File: config.mk
export PLATFORM = sky130hd
export DESIGN_NAME = tdc_interval_calc
export DESIGN_NICKNAME = d
export VERILOG_FILES = /design/src/rtl/tdc_interval_calc_pkg.sv /design/src/rtl/tdc_coarse_counter.sv /design/src/rtl/tdc_interval_calc.sv
export SDC_FILE = /design/constraint.sdc
export NUM_CORES = 1
export LEC_CHECK = 0
export BUFFER_PORTS_ARGS = -buffer_cell sky130_fd_sc_hd__buf_2
export CAP_MARGIN = 20
export CORE_MARGIN = 2
export CORE_UTILIZATION = 29
export CTS_BUF_LIST = sky130_fd_sc_hd__clkbuf_8
export DETAILED_ROUTE_END_ITERATION = 12
export MAX_ROUTING_LAYER = met4
export SLEW_MARGIN = 40
export SYNTH_ARGS = -nofsm -noshare
export SYNTH_HDL_FRONTEND = slang
export SYNTH_HIERARCHICAL = 1
export SYNTH_SLANG_ARGS = --single-unit
File: constraint.sdc
create_clock -name clk -period 5.5 [get_ports clk]
set_input_delay 0 -clock clk [delete_from_list [all_inputs] [get_ports clk]]
set_output_delay 0 -clock clk [all_outputs]
set_load 0.01 [all_outputs]
File: src/rtl/tdc_interval_calc_pkg.sv
// Shared definitions for the TDC interval calculator: FSM state encodings and
// flag bit positions used by the top level and the testbench.
package tdc_interval_calc_pkg;

   typedef enum logic [1:0] {
      ST_IDLE  = 2'd0,
      ST_ARMED = 2'd1,
      ST_CALC  = 2'd2,
      ST_HOLD  = 2'd3
   } state_e;

   localparam int FLAGS_W        = 2;
   localparam int FLAG_TIMEOUT   = 1;
   localparam int FLAG_UNDERFLOW = 0;

endpackage : tdc_interval_calc_pkg

File: src/rtl/tdc_coarse_counter.sv
// Saturating coarse cycle counter: clear has priority, then counts up while
// enabled and sticks at all ones.
module tdc_coarse_counter #(
   parameter int WIDTH = 16
) (
   input  logic             clk,
   input  logic             rst,
   input  logic             clear,
   input  logic             enable,
   output logic [WIDTH-1:0] count,
   output logic             sat
);

   logic [WIDTH-1:0] count_q;
   logic [WIDTH-1:0] count_d;

   assign sat   = &count_q;
   assign count = count_q;

   always_comb begin
      // NOTE: default first so every path assigns count_d; a missing branch would otherwise infer a latch.
      count_d = count_q;
      if (clear) begin
         count_d = '0;
      end else if (enable && !sat) begin
         count_d = count_q + 1'b1;
      end
   end

   // NOTE: state registers use non-blocking assignments so all flops update together at the edge.
   always_ff @(posedge clk or negedge rst) begin
      if (!rst) begin
         count_q <= '0;
      end else begin
         count_q <= count_d;
      end
   end

endmodule : tdc_coarse_counter

File: src/rtl/tdc_interval_calc.sv
// Measures the start-to-stop interval in delay-line bin units and presents it
// on a valid/ready handshake: coarse*BINS_PER_CLK + start_bin - stop_bin.
module tdc_interval_calc
   import tdc_interval_calc_pkg::*;
#(
   parameter  int BITS_DECO    = 8,
   parameter  int COARSE_BITS  = 16,
   parameter  int BINS_PER_CLK = 200,
   localparam int W            = COARSE_BITS + BITS_DECO + 1
) (
   input  logic                 clk,
   input  logic                 rst,
   input  logic                 i_start_valid,
   input  logic [BITS_DECO-1:0] i_start_bin,
   input  logic                 i_stop_valid,
   input  logic [BITS_DECO-1:0] i_stop_bin,
   output logic                 o_valid,
   input  logic                 i_ready,
   output logic [W-1:0]         o_interval,
   output logic [FLAGS_W-1:0]   o_flags,
   output logic                 o_busy
);

   state_e               state_q,     state_d;
   logic [BITS_DECO-1:0] start_bin_q, start_bin_d;
   logic [BITS_DECO-1:0] stop_bin_q,  stop_bin_d;
   logic                 timeout_q,   timeout_d;
   logic [W-1:0]         interval_q,  interval_d;
   logic [FLAGS_W-1:0]   flags_q,     flags_d;

   logic                   cnt_clear;
   logic                   cnt_enable;
   logic [COARSE_BITS-1:0] coarse;
   logic                   coarse_sat;

   logic [W-1:0]       calc_raw;
   logic [W-1:0]       calc_interval;
   logic [FLAGS_W-1:0] calc_flags;

   tdc_coarse_counter #(
      .WIDTH (COARSE_BITS)
   ) u_coarse (
      .clk    (clk),
      .rst    (rst),
      .clear  (cnt_clear),
      .enable (cnt_enable),
      .count  (coarse),
      .sat    (coarse_sat)
   );

   // The counter still advances in the stop cycle, so in CALC it holds the
   // number of cycles from start to stop (0 when both arrive together).
   assign cnt_enable = (state_q == ST_ARMED);

   // Modular W-bit arithmetic; the true range is far inside +/-2**(W-1), so the MSB is the sign.
   always_comb begin
      calc_raw      = (W'(coarse) * W'(BINS_PER_CLK)) + W'(start_bin_q) - W'(stop_bin_q);
      calc_interval = calc_raw;
      calc_flags    = '0;
      if (timeout_q) begin
         calc_interval              = '1;
         calc_flags[FLAG_TIMEOUT]   = 1'b1;
      end else if (calc_raw[W-1]) begin
         calc_interval              = '0;
         calc_flags[FLAG_UNDERFLOW] = 1'b1;
      end
   end

   always_comb begin
      state_d     = state_q;
      start_bin_d = start_bin_q;
      stop_bin_d  = stop_bin_q;
      timeout_d   = timeout_q;
      interval_d  = interval_q;
      flags_d     = flags_q;
      cnt_clear   = 1'b0;

      unique case (state_q)
         ST_IDLE: begin
            if (i_start_valid) begin
               start_bin_d = i_start_bin;
               timeout_d   = 1'b0;
               cnt_clear   = 1'b1;
               if (i_stop_valid) begin
                  stop_bin_d = i_stop_bin;
                  state_d    = ST_CALC;
               end else begin
                  state_d    = ST_ARMED;
               end
            end
         end
         ST_ARMED: begin
            if (coarse_sat) begin
               timeout_d = 1'b1;
               state_d   = ST_CALC;
            end else if (i_stop_valid) begin
               stop_bin_d = i_stop_bin;
               state_d    = ST_CALC;
            end
         end
         ST_CALC: begin
            interval_d = calc_interval;
            flags_d    = calc_flags;
            state_d    = ST_HOLD;
         end
         ST_HOLD: begin
            if (i_ready) begin
               state_d = ST_IDLE;
            end
         end
         default: state_d = ST_IDLE;
      endcase
   end

   always_ff @(posedge clk or negedge rst) begin
      if (!rst) begin
         state_q     <= ST_IDLE;
         start_bin_q <= '0;
         stop_bin_q  <= '0;
         timeout_q   <= 1'b0;
         interval_q  <= '0;
         flags_q     <= '0;
      end else begin
         state_q     <= state_d;
         start_bin_q <= start_bin_d;
         stop_bin_q  <= stop_bin_d;
         timeout_q   <= timeout_d;
         interval_q  <= interval_d;
         flags_q     <= flags_d;
      end
   end

   // Outputs decode registered state only, so o_valid never sees i_ready combinationally.
   assign o_valid    = (state_q == ST_HOLD);
   assign o_busy     = (state_q != ST_IDLE);
   assign o_interval = interval_q;
   assign o_flags    = flags_q;

endmodule : tdc_interval_calc

# After elaboration in Yosys (flattened, before gate mapping)
# Index checks and enable logic that the tools add are counted.
# totals
ff_bits	62
inputBits	21
out_inout_bits	29
word_cells	52
# op_classes
add_sub_neg	3
multipliers	1
eq_ne	8
n_mux	22
n_reduce_logical	11
# ops
cell	count
2-to-1 mux 16 bit	2
adder 24 x 8 -> 25 bit	1
2-to-1 mux 25 bit	1
subtractor 25 x 8 -> 25 bit	1
2-to-1 mux 24 bit	1
2-to-1 mux 8 bit	3
multiplier 16 x 5 -> 21 bit, second input constant	1
adder 16 x 1 -> 16 bit, second input constant	1
case mux 8 bit (2 select lines)	1
AND reduction 16 bit	1
2-to-1 mux 2 bit	5
AND reduction 3 bit	3
case mux 2 bit (4 select lines)	1
2-to-1 mux 1 bit	7
!= test 2 bit, second input constant	3
nonzero test 2 bit	3
equality test 2 bit, second input constant	2
!= test 3 bit, second input constant	1
equality test 2 x 1 -> 1 bit, second input constant	1
logical NOT 2 bit	1
!= test 2 x 1 -> 1 bit, second input constant	1
case mux 1 bit (2 select lines)	1
AND reduction 2 bit	1
logical AND 1 bit	1
logical NOT 1 bit	1

# Logic depth before layout (Yosys ltp)
# Gate-level depths: netlist (run 1).
# depth
depth_word	5
mapped_depth	25
ltp_nobuf	24

# Cells and area by module
# The synthesis (run 1) kept the hierarchy.
# modules_own_cells
module	instances	cells_per_inst	area_per_inst_um2	seq_area_each_um2
tdc_interval_calc	1	546	4772.1	1126.1
tdc_coarse_counter	1	89	903.4	400.4

# Worst setup path after synthesis (run 1)
# Ideal clock, no wire load.
# synth_path
kind	reg-to-reg
from	register u_coarse.count_q[2] (netlist: u_coarse/count[2])
to	register interval_q[3] (netlist: o_interval[3])
setup_ns	0.073
t_arrival_ns	5.298
required_ns	5.427
setup_slack_ns	0.129
path_stages_with_launch	25
n_path_buf	1
period_less_slack_ns	5.371
cell_sequence	dfrtp_1 -> ha_1 -> ha_1 -> fa_1 -> ha_1 -> nor2b_4 -> o2111a_2 -> a2111oi_4 -> and2b_2 -> o21ai_0 -> nand2b_1 -> xor2_1 -> inv_1 -> ha_1 -> a21oi_1 -> o21ai_0 -> a22oi_1 -> o21ai_1 -> a221oi_2 -> o21ai_0 -> o21ai_2 -> xnor2_4 -> buf_6 -> nand2_1 -> a21oi_2
# synth_via
elab_chain_cells	5
# synth_rtl
item	line	source
start: declaration	tdc_coarse_counter.sv:14	logic [WIDTH-1:0] count_q;
start signal: assignment	tdc_coarse_counter.sv:35	count_q <= count_d;
multiplier 16 x 5 -> 21 bit	tdc_interval_calc.sv:57	calc_raw = (W'(coarse) * W'(BINS_PER_CLK)) + W'(start_bin_q) - W'(stop_bin_q);
adder 24 x 8 -> 25 bit	tdc_interval_calc.sv:57	
subtractor 25 x 8 -> 25 bit	tdc_interval_calc.sv:57	
2-to-1 mux 24 bit	tdc_interval_calc.sv:63	end else if (calc_raw[W-1]) begin
2-to-1 mux 25 bit	tdc_interval_calc.sv:60	if (timeout_q) begin
end signal: assignment	tdc_interval_calc.sv:128	interval_q <= interval_d;
end: declaration	tdc_interval_calc.sv:28	logic [W-1:0] interval_q, interval_d;
# No other way between the ends.
# A chain may end at the register's enable or synchronous reset.

# Worst setup path in the final report (run 1)
# layout_path
from	register u_coarse.count_q[3] (netlist: u_coarse/count[3])
to	register interval_q[19] (netlist: o_interval[19])
# Same word-level chain as after synthesis.

==> results of run 1 <==
## worst reg2reg max path, delay by kind of cell (launching register included)
| kind | cells | cell delay [ns] |
|---|---|---|
| AOI/OAI and AO/OA | 9 | 1.61 |
| xor gates and xnor gates | 2 | 0.36 |
| adders and majority gates | 5 | 1.76 |
| buffers and inverters | 3 | 0.44 |
| DFF | 1 | 0.42 |
| and+or+nand+nor | 3 | 0.56 |
## placed cells by master (no fill, tap or decap), drive strengths merged, types with 4 or more instances in the layout
| master | netlist | final |
|---|---|---|
| nor2b | 6 | 6 |
| nand3 | 5 | 5 |
| clkinv | 1 | 4 |
| a21oi | 56 | 56 |
| xnor2 | 23 | 26 |
| mux2 | 13 | 13 |
| dlygate4sd3 | 0 | 19 |
| fa | 17 | 17 |
| clkbuf | 8 | 11 |
| nor2 | 70 | 70 |
| a21o | 15 | 15 |
| a211oi | 12 | 12 |
| dfrtp | 61 | 61 |
| nand4 | 7 | 7 |
| o21a | 6 | 6 |
| o21ai | 36 | 36 |
| nand2 | 29 | 29 |
| xor2 | 14 | 14 |
| ha | 83 | 83 |
| buf | 5 | 70 |
| nand2b | 8 | 8 |
| inv | 96 | 96 |
| and3 | 6 | 6 |
| o21bai | 5 | 5 |
| nor3 | 6 | 6 |
## layout make-up
type	instances	area, um^2
sequential	61	1529
clock inverter	5	82.58
clock buffer	11	151.4
multi-input combinational	467	3923
inverter	97	364.1
timing repair buffer	89	608.1
fill	1968	12350
tap	265	331.6
## timing repair
| action | 4_1_cts | 5_1_grt |
|---|---|---|
| gates resized for setup | 2 | 29 |
| hold buffers | 19 | 0 |
| endpoints found under the setup margin | 15 | 25 |
| setup buffers | 2 | 4 |
| pin swaps | 1 | 9 |
| hold endpoints to repair | 79 | 0 |
| cloned | 2 | 1 |
## synthesized netlist by cell type (all sizes together) (7+ instances only)
cell	n	area share (%)
a211oi	12	1.6
a21o	15	2.0
a21oi	56	5.0
clkbuf	8	0.53
dfrtp	61	27
fa	17	6.0
ha	83	18
inv	96	6.3
mux2	13	2.6
nand2	29	2.0
nand2b	8	0.88
nand4	7	0.99
nor2	70	4.6
o21ai	36	3.4
xnor2	23	3.9
xor2	14	2.3
## sequential cells by signal (all words and copies together), names as in the netlist
signal and count:
o_interval 25, u_coarse/count 16, start_bin_q 8, stop_bin_q 8
state_q 2, o_flags 1, timeout_q 1
## cell families (layout without fill, tap and decap cells)
family	Yosys count	count (layout)	synth area share, %
xor gates and xnor gates	37	40	6.173
DFF	61	61	26.90
buffers and inverters	110	202	7.694
and+or+nand+nor	152	152	13.36
AOI/OAI and AO/OA	159	159	18.47
muxes	16	16	3.108
adders and majority gates	100	100	24.29
## per-layer routing
metal	share of wire (%)	vias up
met1	48	2179
met4	1.3	0
li1	-	2365
met3	2.8	12
met5	0	-
met2	48	79
## metrics by stage
step | worst slack [ns] | hold slack (ns) | TNS (ns) | utilization, %
global placement | 0.03963 | 0.2048 | 0 | 32.54
floorplan | 0.1292 | -0.2956 | 0 | -
global route | -0.03650 | 0.1220 | -0.1045 | 36.15
detailed placement | -0.02776 | 0.2130 | -0.08213 | 32.54
CTS | 0.03193 | 0.04609 | 0 | 35.07
finish | 0.2665 | 0.06169 | 0 | 36.15
## how the worst max path moves through the flow
stage | from | end | slack, ns | cells after the start
6_report | u_coarse/count[3]$_DFFE_PN0P_ | o_interval[19]$_DFFE_PN0P_ | 0.27 | 22
5_1_grt | u_coarse/count[4]$_DFFE_PN0P_ | o_interval[23]$_DFFE_PN0P_ | -0.04 | 21
4_1_cts | u_coarse/count[3]$_DFFE_PN0P_ | o_interval[3]$_DFFE_PN0P_ | 0.03 | 24
3_5_place_dp | u_coarse/count[3]$_DFFE_PN0P_ | o_interval[3]$_DFFE_PN0P_ | -0.03 | 22
3_3_place_gp | u_coarse/count[3]$_DFFE_PN0P_ | o_interval[3]$_DFFE_PN0P_ | 0.04 | 22
2_1_floorplan | u_coarse/count[2]$_DFFE_PN0P_ | o_interval[3]$_DFFE_PN0P_ | 0.13 | 24
==> results.sh, run 1 <==
export IMPL_ys_dominant_reg_cell="dfrtp_1"
export IMPL_worst_pin_slew_ns=0.7352
export IMPL_hpwl_mm=9.283
export IMPL_synth_warnings=6
export IMPL_setup_viol=0
export IMPL_r2r_slack_ns=0.27
export IMPL_cpPeakStageDelay_ns=0.55
export IMPL_crit_required_ns=5.79
export IMPL_maxCapViolations=0
export IMPL_critical_path_top_delay_family="adder cells"
export IMPL_place_inst=951
export IMPL_syn_area_um2=5675
export IMPL_r2r_end="o_interval[19]$_DFFE_PN0P_"
export IMPL_num_rows=51
export IMPL_die_x_um=143.9
export IMPL_path_common_cell="ha_1"
export IMPL_cts_tree="built"
export IMPL_hold_path_end="state_q[1]$_DFFE_PN0P_"
export IMPL_viasPerCell=4.658
export IMPL_die_area_um2=20710
export IMPL_synth_seq_cells=61
export IMPL_ant_nets=0
export IMPL_r2r_start="u_coarse/count[3]$_DFFE_PN0P_"
export IMPL_slowest_stage="fa_1"
export IMPL_cts_buffers=9
export IMPL_met3_usage_pct=2.532
export IMPL_clock_skew_ns=0.01232
export IMPL_use_met1_pct=16.23
export IMPL_gr_max_usage_layer="met2"
export IMPL_cts_max_level=3
export IMPL_ys_seq_area_share_pct=26.90
export IMPL_synth_edf_count=0
export IMPL_critPathMaxFanout=7
export IMPL_clk_pin_slew_ns=0.08
export IMPL_gp_routability_congestion=0.8135
export IMPL_clock_fmax_ghz=0.1911
export IMPL_overflow=0
export IMPL_cp_cell_sequence="ha_1 -> ha_1 -> fa_1 -> ha_4 -> nor2b_4 -> o2111a_2 -> a2111oi_4 -> buf_4 -> xnor2_1 -> inv_1 -> ha_1 -> and3_1 -> and3_2 -> a22oi_1 -> o21ai_2 -> a221oi_2 -> o21ai_1 -> o21ai_2 -> buf_6 -> xnor2_4 -> a21oi_1 -> a21oi_1"
export IMPL_worstHoldPathCells=4
export IMPL_status="complete, no violations"
export IMPL_ff2ff_path_depth=22
export IMPL_synth_cell_type_count=71
export IMPL_cts_root_buf="clkbuf_8"
export IMPL_die_h_um=143.9
export IMPL_slew_limit_headroom_pct=50.99
export IMPL_met2_usage_pct=19.45
export IMPL_syn_nets=756
export IMPL_drive_gt1_share_pct=20.55
export IMPL_antenna_cells=0
export IMPL_ios=50
export IMPL_slew_violations=0
export IMPL_synthArstFlopShare_pct=100.0
export IMPL_grt_max_degree=62
export IMPL_path_class="reg -> reg"
export IMPL_core_area_um2=19330
export IMPL_finalHoldViolCount=0
export IMPL_min_period_ns=5.233
export IMPL_drt_initial_drc_count=267
export IMPL_critPathBufInv=3
export IMPL_final_cells=995
export IMPL_wl_mm=12.87
export IMPL_worstHoldStart="i_ready"
export IMPL_clockBufferDepth=2
export IMPL_grt_pass1_vias=4302
export IMPL_wl_per_cell_um=12.94
export IMPL_antenna_found_initial=0
export IMPL_worstPathArrival_ns=5.52
export IMPL_vias=4635
export IMPL_crit_path_end_kind="register"
export IMPL_finalCritPeriodShare_pct=95.15
export IMPL_fin_area_um2=6989
export IMPL_drc_errors=0
export IMPL_track_usage_pct=12.44
export IMPL_placed_cell_area_um2=6292
export IMPL_finish_net_count=846
export IMPL_area_delta_synth_final_pct=23.15
export IMPL_drt_pass1_iter_count=5
export IMPL_grt_pass1_wl_mm=20.06
export IMPL_portBuffers=49
export IMPL_startpoint_type="register"
export IMPL_synth_area_per_cell_um2=8.938
export IMPL_clkLatencyLatePin_ns=0.37
export IMPL_min_path_type="in -> reg"
export IMPL_cts_sinks=61
export IMPL_start_util_pct=29.35
export IMPL_synth_cells=635
Power of run 1 is not shown: default switching activity piles up to over one toggle a cycle in this logic, so the estimate is an artifact.
==> inputs of run 2 (changes only) <==
--- a/config.mk
+++ b/config.mk
@@ -5,13 +5,14 @@
 export SDC_FILE = /design/constraint.sdc
 export NUM_CORES = 1
 export LEC_CHECK = 0
-export BUFFER_PORTS_ARGS = -buffer_cell sky130_fd_sc_hd__buf_2
 export CAP_MARGIN = 20
 export CORE_MARGIN = 2
 export CORE_UTILIZATION = 29
 export CTS_BUF_LIST = sky130_fd_sc_hd__clkbuf_8
 export DETAILED_ROUTE_END_ITERATION = 12
+export DONT_BUFFER_PORTS = 1
 export MAX_ROUTING_LAYER = met4
+export RECOVER_POWER = 100
 export SLEW_MARGIN = 40
 export SYNTH_ARGS = -nofsm -noshare
 export SYNTH_HDL_FRONTEND = slang
==> run 2 against run 1 <==
The run now ends with capacitance limit, slew limit left. Count of clock-buffer cells in the layout shrank 2. Maximum frequency is 0.92% higher. Final area down 3.9%. Critical path depth rose by 2. Non-clock buffer count decreased by 46. Cell count decreased by 4.6%. Global-route usage shrank 0.068 points. Via count decreased by 3.6%. Die area unchanged. Clock skew up 0.0013 ns. Worst setup slack better by 0.048 ns. Largest cell class unchanged. Sequential share of layout area grew 0.90 points.
==> results.sh, run 2 (synthesized netlist as in run 1, its figures left out) <==
export IMPL_hpwl_mm=9.046
export IMPL_slew_violations=62
export IMPL_slew_limit_headroom_pct=-124.5
export IMPL_clkLatencyLatePin_ns=0.36
export IMPL_cts_max_level=3
export IMPL_r2r_start="u_coarse/count[3]$_DFFE_PN0P_"
export IMPL_portBuffers=0
export IMPL_die_h_um=143.9
export IMPL_gp_routability_congestion=0.8107
export IMPL_area_delta_synth_final_pct=18.30
export IMPL_worstPathArrival_ns=5.47
export IMPL_clockBufferDepth=2
export IMPL_core_area_um2=19330
export IMPL_finalHoldViolCount=0
export IMPL_final_common_cell="inv_1"
export IMPL_worstHoldStart="i_stop_valid"
export IMPL_r2r_end="o_interval[22]$_DFFE_PN0P_"
export IMPL_drc_errors=0
export IMPL_clock_skew_ns=0.01360
export IMPL_clk_pin_slew_ns=0.08
export IMPL_grt_pass1_vias=4283
export IMPL_cts_root_buf="clkbuf_8"
export IMPL_start_util_pct=29.35
export IMPL_largest_register_ffs=25
export IMPL_setup_viol=0
export IMPL_min_path_type="in -> reg"
export IMPL_antenna_found_initial=0
export IMPL_use_met1_pct=17.00
export IMPL_hold_path_end="state_q[1]$_DFFE_PN0P_"
export IMPL_critPathMaxFanout=6
export IMPL_multi_input_area_um2=3915
export IMPL_finalCritPeriodShare_pct=94.29
export IMPL_drive_gt1_share_pct=14.04
export IMPL_num_rows=51
export IMPL_ios=50
export IMPL_ant_nets=0
export IMPL_drt_pass1_iter_count=4
export IMPL_slowest_stage="fa_1"
export IMPL_ff2ff_path_depth=24
export IMPL_path_class="reg -> reg"
export IMPL_grt_pass1_wl_mm=20.36
export IMPL_final_cell_mix="inv_1 (96), ha_1 (77), nor2_1 (70)"
export IMPL_crit_required_ns=5.78
export IMPL_min_period_ns=5.186
export IMPL_vias=4467
export IMPL_overflow=0
export IMPL_wl_per_cell_um=13.14
export IMPL_crit_path_end_kind="register"
export IMPL_die_x_um=143.9
export IMPL_cpPeakStageDelay_ns=0.53
export IMPL_gr_max_usage_layer="met2"
export IMPL_nFillCells=1997
export IMPL_cts_tree="built"
export IMPL_wl_mm=12.47
export IMPL_die_area_um2=20710
export IMPL_r2r_slack_ns=0.31
export IMPL_cts_buffers=9
export IMPL_grt_max_degree=62
export IMPL_worst_pin_slew_ns=3.367
export IMPL_violations="capacitance limit, slew limit"
export IMPL_met2_usage_pct=18.82
export IMPL_track_usage_pct=12.38
export IMPL_regArea_um2=1529
export IMPL_drt_initial_drc_count=192
export IMPL_worstHoldPathCells=3
export IMPL_met3_usage_pct=1.666
export IMPL_place_inst=902
export IMPL_status="complete, but fails checks"
export IMPL_cp_cell_sequence="ha_1 -> ha_1 -> fa_1 -> ha_4 -> nor2b_4 -> o2111a_2 -> a2111oi_4 -> and2b_2 -> o21ai_1 -> nand2b_1 -> xor2_1 -> inv_1 -> ha_4 -> a21oi_1 -> o21ai_0 -> a22oi_1 -> o21ai_1 -> a221oi_2 -> o21ai_2 -> o21ai_4 -> buf_12 -> xnor2_4 -> a21oi_1 -> nor2_1"
export IMPL_antenna_cells=0
export IMPL_finish_net_count=800
export IMPL_maxCapViolations=1
export IMPL_clock_fmax_ghz=0.1928
export IMPL_startpoint_type="register"
export IMPL_cts_sinks=61
export IMPL_viasPerCell=4.707
export IMPL_final_cells=949
## run 2: worst max path at each step
| stage | from | endpoint | slack (ns) | cells past startpoint |
|---|---|---|---|---|
| floorplan | u_coarse/count[2]$_DFFE_PN0P_ | o_interval[3]$_DFFE_PN0P_ | 0.13 | 24 |
| finish | u_coarse/count[3]$_DFFE_PN0P_ | o_interval[22]$_DFFE_PN0P_ | 0.31 | 24 |
| global route | u_coarse/count[3]$_DFFE_PN0P_ | o_interval[22]$_DFFE_PN0P_ | -0.03 | 25 |
| CTS | u_coarse/count[3]$_DFFE_PN0P_ | o_interval[0]$_DFFE_PN0P_ | 0.01 | 23 |
| detailed placement | u_coarse/count[3]$_DFFE_PN0P_ | o_interval[3]$_DFFE_PN0P_ | -0.01 | 22 |
| global placement | u_coarse/count[2]$_DFFE_PN0P_ | o_interval[3]$_DFFE_PN0P_ | 0.04 | 22 |
## run 2: what timing repair did
item | CTS | global route
gates resized for setup | 3 | 28
pin swaps | 1 | 13
gates cloned | 2 | 1
setup endpoints to repair | 12 | 25
hold endpoints to repair | 80 | 0
hold buffers | 22 | 0
setup buffers | 0 | 6
## run 2: through the flow
stage / utilization, % / TNS, ns / hold slack [ns] / worst slack [ns] / area [um^2]
floorplan: - / 0 / -0.2956 / 0.1292 / 5675
global placement: 31.28 / 0 / -0.2944 / 0.04017 / 6047
detailed placement: 31.28 / -0.06104 / -0.2947 / -0.01398 / 6047
CTS: 33.79 / 0 / 0.006789 / 0.01335 / 6534
global route: 34.72 / -0.03737 / 0.06246 / -0.02992 / 6714
finish: 34.72 / 0 / 0.02054 / 0.3141 / 6714
## run 2: final cells by class
| class | instances | area share (%) |
|---|---|---|
| well taps | 265 | 4.939 |
| inverters | 97 | 5.423 |
| clock inverters | 7 | 1.100 |
| flip-flops and latches | 61 | 22.77 |
| multi-input cells | 467 | 58.31 |
| repair buffers | 43 | 5.609 |
| clock buffers | 9 | 1.845 |
## run 2: critical path: cells and delay by family (launching register included)
family / cells / cell delay, ns
and+or+nand+nor: 4 / 0.59
adders and majority gates: 5 / 1.61
DFF: 1 / 0.42
buffers and inverters: 2 / 0.27
xor gates and xnor gates: 2 / 0.35
AOI/OAI and AO/OA: 11 / 1.85
## run 2: per-layer routing
| layer | vias up | wire (um) |
|---|---|---|
| met5 | - | 0 |
| met4 | 0 | 171 |
| met3 | 10 | 271 |
| met2 | 61 | 5839 |
| met1 | 2124 | 6192 |
| li1 | 2272 | - |
Power of run 2 is left out for the same reason.
==> inputs of run 3 (changes only) <==
--- a/config.mk
+++ b/config.mk
@@ -6,12 +6,15 @@
 export NUM_CORES = 1
 export LEC_CHECK = 0
 export CAP_MARGIN = 20
+export CELL_PAD_IN_SITES_DETAIL_PLACEMENT = 2
+export CELL_PAD_IN_SITES_GLOBAL_PLACEMENT = 2
 export CORE_MARGIN = 2
 export CORE_UTILIZATION = 29
 export CTS_BUF_LIST = sky130_fd_sc_hd__clkbuf_8
 export DETAILED_ROUTE_END_ITERATION = 12
 export DONT_BUFFER_PORTS = 1
 export MAX_ROUTING_LAYER = met4
+export PLACE_DENSITY_LB_ADDON = 0.1
 export RECOVER_POWER = 100
 export SLEW_MARGIN = 40
 export SYNTH_ARGS = -nofsm -noshare
==> run 3 against run 2 <==
The flow still finishes with violations (capacitance limit, slew limit). Worst setup slack gained 0.0062 ns. Final area increased by 1.8%. Global-route usage is 4.2 points higher. Maximum frequency grew 0.12%. Wire length increased by 27%. Sequential share of layout area down 0.43 points. Count of clock-buffer cells in the layout unchanged. Die area unchanged. Flip-flop and latch count unchanged. Non-clock buffer count increased by 7. Worst hold slack improved by 0.0042 ns. Clock skew down 0.0026 ns. Critical endpoint unchanged.
==> results.sh, run 3 (synthesized netlist as in run 1, its figures left out) <==
export IMPL_status="complete, but fails checks"
export IMPL_violations="capacitance limit, slew limit"
export IMPL_final_cells=955
export IMPL_finish_net_count=806
export IMPL_ios=50
export IMPL_cp_cell_sequence="ha_1 -> ha_1 -> fa_1 -> ha_4 -> nor2b_4 -> o2111a_2 -> a2111oi_4 -> and2b_2 -> o21ai_2 -> nand2b_1 -> xor2_2 -> buf_4 -> ha_4 -> and3_2 -> a22oi_1 -> o21ai_1 -> a221oi_2 -> buf_4 -> buf_4 -> o21bai_1 -> a21oi_1 -> xnor2_1 -> a21oi_1 -> nor2_1"
export IMPL_slowest_stage="fa_1"
export IMPL_ir_drop_mv=0.3203
export IMPL_cpPeakStageDelay_ns=0.53
export IMPL_clock_fmax_ghz=0.1931
export IMPL_grt_max_degree=62
export IMPL_worst_slack_ns=0.3203
export IMPL_drc_errors=0
export IMPL_grt_pass1_wl_mm=26.35
export IMPL_antenna_found_initial=0
export IMPL_total_power_mw=5.097
export IMPL_place_inst=906
export IMPL_power_density_nw_per_um2=745.5
export IMPL_die_h_um=143.9
export IMPL_clock_skew_ns=0.01098
export IMPL_placed_cell_area_um2=6077
export IMPL_antenna_cells=0
export IMPL_largest_register_ffs=25
export IMPL_slew_violations=62
export IMPL_drt_pass1_iter_count=4
export IMPL_utilization_pct=35.36
export IMPL_critPathMaxFanout=4
export IMPL_num_rows=51
export IMPL_min_path_type="in -> reg"
export IMPL_fin_area_um2=6837
export IMPL_cts_max_level=3
export IMPL_path_common_cell="buf_4"
export IMPL_cts_root_buf="clkbuf_8"
export IMPL_path_class="reg -> reg"
export IMPL_ant_nets=0
export IMPL_startpoint_type="register"
export IMPL_wl_per_cell_um=16.65
export IMPL_clkLatencyLatePin_ns=0.36
export IMPL_p_switching_mw=2.447
export IMPL_crit_required_ns=5.75
export IMPL_p_int_mw=2.649
export IMPL_p_leak_nw=3.317
export IMPL_critPathBufInv=3
export IMPL_die_x_um=143.9
export IMPL_setup_tns_ns=0
export IMPL_vias=4621
export IMPL_slew_limit_headroom_pct=-135.6
export IMPL_hpwl_mm=12.09
export IMPL_portBuffers=0
export IMPL_finalHoldViolCount=0
export IMPL_overflow=0
export IMPL_cts_sinks=61
export IMPL_start_util_pct=29.35
export IMPL_place_ws_ns=-0.1840
export IMPL_wl_mm=15.90
export IMPL_die_area_um2=20710
export IMPL_viasPerCell=4.839
export IMPL_share_comb_of_total_power_pct=75.4
export IMPL_area_delta_synth_final_pct=20.46
export IMPL_pwr_share_seq_pct=15.6
export IMPL_grt_pass1_vias=5131
export IMPL_switching_share_pct=48.02
export IMPL_setup_viol=0
export IMPL_final_common_cell="inv_1"
export IMPL_finalCritPeriodShare_pct=94.18
export IMPL_track_usage_pct=16.60
export IMPL_core_area_um2=19330
export IMPL_crit_path_end_kind="register"
export IMPL_drive_gt1_share_pct=15.80
export IMPL_gp_routability_congestion=0.7551
export IMPL_hold_ws_ns=0.02474
export IMPL_clk_pin_slew_ns=0.08
export IMPL_worstPathArrival_ns=5.43
export IMPL_min_period_ns=5.180
export IMPL_cts_buffers=9
export IMPL_cts_tree="built"
export IMPL_drt_initial_drc_count=96
export IMPL_p_clk_share_pct=8.9
export IMPL_maxCapViolations=1
export IMPL_worst_pin_slew_ns=3.534
export IMPL_final_cell_mix="inv_1 (96), ha_1 (73), nor2_1 (70)"
export IMPL_critical_path_top_delay_family="compound AO/OA/AOI/OAI gates"
export IMPL_clockBufferDepth=2
==> run 3: final timing paths <==
check	to	from	slack, ns	depth (start not counted)
setup / recovery	o_interval[22]$_DFFE_PN0P_	u_coarse/count[3]$_DFFE_PN0P_	0.32	24
hold reg to reg	start_bin_q[1]$_DFFE_PN0P_	start_bin_q[1]$_DFFE_PN0P_	0.53	1
setup reg to reg	o_interval[22]$_DFFE_PN0P_	u_coarse/count[3]$_DFFE_PN0P_	0.32	24
max in group asynchronous	u_coarse/count[4]$_DFFE_PN0P_	rst	1.80	2
hold / removal	state_q[1]$_DFFE_PN0P_	i_stop_valid	0.02	3
min in group asynchronous	o_interval[24]$_DFFE_PN0P_	rst	1.39	2
==> run 3: final cells by class <==
class,count,area [um^2]
fillers,2175,12500
multi-input cells,466,3956
flip-flops and latches,61,1528
repair buffers,50,441.7
inverters,97,364.1
well taps,265,331.6
clock buffers,9,123.9
clock inverters,7,91.34
==> run 3: timing repair <==
| action | CTS | global route |
|---|---|---|
| setup buffers | 5 | 4 |
| hold buffers | 22 | 0 |
| pin swaps | 4 | 13 |
| resized for setup | 7 | 32 |
| gates cloned | 2 | 0 |
| endpoints found under the setup margin | 25 | 25 |
| endpoints found under the hold margin | 80 | 0 |
==> run 3: power groups by stage <==
stage	clock network, mW	registers (mW)	logic (mW)
global placement	0	0.803	3.13
global route	0.490	0.821	4.33
finish	0.455	0.797	3.85
CTS	0.475	0.803	3.82
floorplan	0	0.785	2.50
detailed placement	0	0.811	3.26
==> run 3: tightest hold or removal path, delay by kind of cell <==
kind            cells  cell delay, ns
compound gates      2            0.26
simple gates        1            0.08
==> run 3: per-layer routing <==
metal	share of wire, %	wire length (um)	up-vias	GRT usage (%)
li1	-	-	2276	-
met1	47	7442	2293	21.22
met2	50	7954	40	27.72
met3	2.5	392	12	2.666
met4	0.72	114	0	3.664
met5	0	0	-	-
No activity file was read; power rests on OpenSTA's default activity.
